### src/rtl/lzc_pkg.sv
// Shared definitions for the leading-zero normalizer/expander datapath.
package lzc_pkg;

  localparam int unsigned LZC_WIDTH = 8;
  localparam int unsigned LZC_CNT_W = 3;

  typedef enum logic [1:0] {
    IDLE  = 2'd0,
    SHIFT = 2'd1,
    DONE  = 2'd2
  } lzc_state_e;

endpackage

### src/rtl/lzc_expander.sv
// Iterative inverse of the leading-zero normalizer: val = mant >> count,
// one right shift per clock, valid/ready on both sides.
module lzc_expander
  import lzc_pkg::*;
#(
  parameter int unsigned WIDTH = LZC_WIDTH,
  parameter int unsigned CNT_W = LZC_CNT_W
) (
  input  logic             clk,
  input  logic             rst_n,
  input  logic             in_valid,
  output logic             in_ready,
  input  logic [CNT_W-1:0] in_count,
  input  logic [WIDTH-1:0] in_mant,
  output logic             out_valid,
  input  logic             out_ready,
  output logic [WIDTH-1:0] out_val,
  output logic             out_err
);

  lzc_state_e       state;
  logic [WIDTH-1:0] shreg;
  logic [CNT_W-1:0] rem;
  logic             err;

  // Shift register doubles as the output register; it only matters in DONE.
  assign out_val = shreg;
  assign out_err = err;

  always_ff @(posedge clk) begin
    if (!rst_n) begin
      state     <= IDLE;
      shreg     <= '0;
      rem       <= '0;
      err       <= 1'b0;
      in_ready  <= 1'b1;
      out_valid <= 1'b0;
    end else begin
      case (state)
        IDLE: begin
          if (in_valid && in_ready) begin
            shreg    <= in_mant;
            rem      <= in_count;
            err      <= (in_mant != '0) && !in_mant[WIDTH-1];
            in_ready <= 1'b0;
            if (in_count == '0) begin
              state     <= DONE;
              out_valid <= 1'b1;
            end else begin
              state <= SHIFT;
            end
          end
        end
        SHIFT: begin
          shreg <= shreg >> 1;
          rem   <= rem - CNT_W'(1);
          if (rem == CNT_W'(1)) begin
            state     <= DONE;
            out_valid <= 1'b1;
          end
        end
        DONE: begin
          // No same-cycle handoff: IDLE is re-entered before the next accept.
          if (out_ready) begin
            state     <= IDLE;
            out_valid <= 1'b0;
            in_ready  <= 1'b1;
          end
        end
        default: begin
          state     <= IDLE;
          out_valid <= 1'b0;
          in_ready  <= 1'b1;
        end
      endcase
    end
  end

endmodule

### config.mk
export PLATFORM = sky130hd
export DESIGN_NAME = lzc_expander
export DESIGN_NICKNAME = d
export VERILOG_FILES = /design/src/rtl/lzc_pkg.sv /design/src/rtl/lzc_expander.sv
export SDC_FILE = /design/constraint.sdc
export NUM_CORES = 1
export LEC_CHECK = 0
export CAP_MARGIN = 5
export CORE_MARGIN = 2
export CORE_UTILIZATION = 45
export CTS_CLUSTER_SIZE = 14
export DETAILED_ROUTE_END_ITERATION = 16
export HOLD_SLACK_MARGIN = 0.03
export PLACE_DENSITY = 0.75
export SLEW_MARGIN = 20
export SYNTH_ARGS = -nofsm -noshare
export SYNTH_HDL_FRONTEND = slang
export SYNTH_SLANG_ARGS = --single-unit
export TNS_END_PERCENT = 100
### constraint.sdc
create_clock -name clk -period 2 [get_ports clk]
set_input_delay 0.3 -clock clk [delete_from_list [all_inputs] [get_ports clk]]
set_output_delay 0.3 -clock clk [all_outputs]
set_load 0.02 [all_outputs]
==> results.cfg, run 1 <==
[setup_path]
cp-start-kind = flop
cp-end-kind = primary output
path_depth = 1
path_cells = clkdlybuf4s50_1
regToRegStartpoint = state[0]
worstSetupPathType = flop to primary output
r2r_slack_ns = 0.57
worst_r2r_endpoint = out_val[0]
cpPeakStageDelay_ns = 0.65
slowest_stage = clkdlybuf4s50_1
required_ns = 1.70
crit_family = buffers and inverters
critical_path_buf_inv_count = 1
worstPathMaxFanout = 7
cp.arrival_ns = 1.41
worstRegToRegCells = 3

[cells_and_area]
fillers = 165
nNetsFinal = 131
drive_gt1_share_pct = 14.3
register_area_um2 = 320
finalInstanceArea_mm2 = 0.00113
syn_to_final_growth_pct = 29.5
layout_commonest_cell = clkdlybuf4s50_1
diodes = 0
final_cell_mix = clkdlybuf4s50_1 (25), dfxtp_1 (16), a21oi_1 (10)
multiInputGateArea_um2 = 465

[timing]
setup_viol = 0
finalCritPeriodShare_pct = 85.3
tightestPinTransition_ns = 0.475
setup_tns_ns = 0
fmax_mhz = 586
rsz0062_at_grt = false
hold_viol_final = 0
fin_ws_ns = 0.293
maxSlewViolCount = 0
skew_ns = 0.00283
max_slew_margin_pct = 68.3
min_period_ns = 1.71

[cts]
cts_buffer_depth = 2
cts_tree = built
cts.sinks = 16
ctsResizeCount = 0
hold_buffers = 0
htreeDepth = 1
cts_root_buf = clkbuf_4
cts_post_setup_buffers_inserted = 0
cts_buffers = 3
clk_latency_ns = 0.30
clk_pin_slew_ns = 0.09

[die]
die_y_um = 48.0
fp.dieW_um = 48.0
start_util_pct = 49.4
die_area_mm2 = 0.00230
io-pin-count = 26
core_mm2 = 0.00176
num_rows = 15

[placement]
hpwlAfterDp_um = 1440
placedInstanceArea_mm2 = 0.00110
portBuffers = 25
finalWeightedCongestion = 0.835
place_ws_ns = 0.298

[synthesis]
syn_nets = 107
syn_area_um2 = 871
yosys_warnings = 0
synth_cell_types = 34
syn_inst = 90
seq_area_frac_synth_pct = 36.8
synth_seq_cells = 16
synth_area_per_cell_um2 = 9.68

[run]
max_cap_violations = 0

[routing]
drc = 0
post_drt_wl_per_cell_um = 14.1
vias = 755
ant_nets = 0
drt-pass1-iter-count = 4
first_iter_violations = 15
vias_per_cell = 5.51
wl_um = 1930

[pwr]
pwr_density_cell_mw_per_mm2 = 764
clock_power_share_pct = 20.3
leakage_nw = 0.443
vdd_ir_drop_max_mv = 0.471
combPwrFrac_pct = 34.1
p_int_w = 0.000574
pwr-share-seq_pct = 45.6
switchingPower_w = 0.000288
swShare_pct = 33.4

[global_routing]
overflow = 0
grt_pass1_vias = 661
antenna_found_initial = 0
grt_pass1_wl_um = 3040
grt_use_total_pct = 20.0
grt_max_degree = 13

[worst_hold_path]
whs_path_depth = 2
min_to = out_err
hp-class = flop to flop
worstHoldStart = out_err

[run_status]
status = complete, no violations
worst max-delay path by stage:
stage | startpoint | slack (ns) | end
after floorplan | in_ready | 0.73 | state[0]
after global placement | in_mant[2] | 0.30 | out_err
after detailed placement | in_valid | 0.30 | state[0]
after CTS | in_ready | 0.30 | in_ready
after global routing | in_ready | 0.26 | in_ready
final | in_ready | 0.29 | in_ready
cell type report:
class | instances | share of cell area (%)
repair buffers | 26 | 22.9
multi-input cells | 59 | 41.3
flip-flops and latches | 16 | 28.4
well taps | 25 | 2.77
clock buffers | 3 | 2.00
inverters | 8 | 2.66
metal layers:
| layer | global-route usage, % | vias up | part of all wire [%] |
|---|---|---|---|
| li1 | - | 379 | - |
| met1 | 27.9 | 348 | 51 |
| met2 | 27.2 | 23 | 42 |
| met3 | 6.79 | 5 | 4.8 |
| met4 | 9.73 | 0 | 2.0 |
| met5 | 0 | - | 0 |
synth_stat cells (all sizes together):
library cell / count / area share [%]
mux2i: 7 / 8.0
ha: 2 / 2.9
nor2: 1 / 0.43
a21o: 1 / 0.86
nand3b: 1 / 0.86
nor3b: 1 / 0.86
o21ba: 1 / 1.1
o22a: 1 / 1.0
o41ai: 1 / 1.0
a211oi: 9 / 12
a221oi: 2 / 2.0
nor4: 2 / 2.2
dfxtp: 16 / 37
a21oi: 10 / 5.7
buf: 6 / 5.9
clkbuf: 1 / 0.43
o22ai: 1 / 0.72
inv: 8 / 3.4
nand2: 4 / 1.7
nand3: 3 / 1.7
and3: 1 / 0.72
o21ai: 2 / 1.1
o311a: 1 / 1.1
nand4bb: 1 / 1.3
and2: 1 / 1.0
a22oi: 1 / 0.86
nand2b: 2 / 1.4
or4: 1 / 0.86
a31oi: 2 / 1.4
state kept, by name, indices dropped and copies added (netlist names):
register,count
rem,3
out_val,8
out_valid,1
out_err,1
in_ready,1
state,2
worst reg2reg max path, stage by stage (launching register included):
cell and delay, ns:
dfxtp_1 0.55, nand2b_1 0.36, mux2i_1 0.22, a211oi_2 0.23
stage by stage:
stage | cells | hold WS (ns) | power, W | utilization, %
after floorplan | 90 | 0.409 | 0.000597 | -
after global placement | 134 | 0.457 | 0.000687 | 62.6
after detailed placement | 134 | 0.459 | 0.000693 | 62.6
after CTS | 137 | 0.477 | 0.000867 | 63.9
after global routing | 137 | 0.498 | 0.000908 | 63.9
final | 137 | 0.477 | 0.000861 | 63.9
cells by family after synthesis:
group,after synthesis,share of synthesized area (%)
adder cells (fa/ha/maj),2,2.87
flip-flops,16,36.8
AO/OA/AOI/OAI,32,29.5
multiplexers,7,8.05
AND/OR/NAND/NOR,18,13.1
buffers and inverters,15,9.77
power groups by stage:
stage	Clock, W	Sequential, W	Combinational [W]
2_1_floorplan	0	0.000420	0.000178
3_3_place_gp	0	0.000399	0.000288
3_5_place_dp	0	0.000399	0.000294
4_1_cts	0.000180	0.000392	0.000294
5_1_grt	0.000190	0.000399	0.000319
6_report	0.000175	0.000393	0.000294
(Power assumes the default switching activity.)
==> run 2: changes to the inputs <==
- GPL_ROUTABILITY_DRIVEN: unset -> 0
==> results of run 2 <==
Final layout, timing and power as in run 1 (identical DEF).
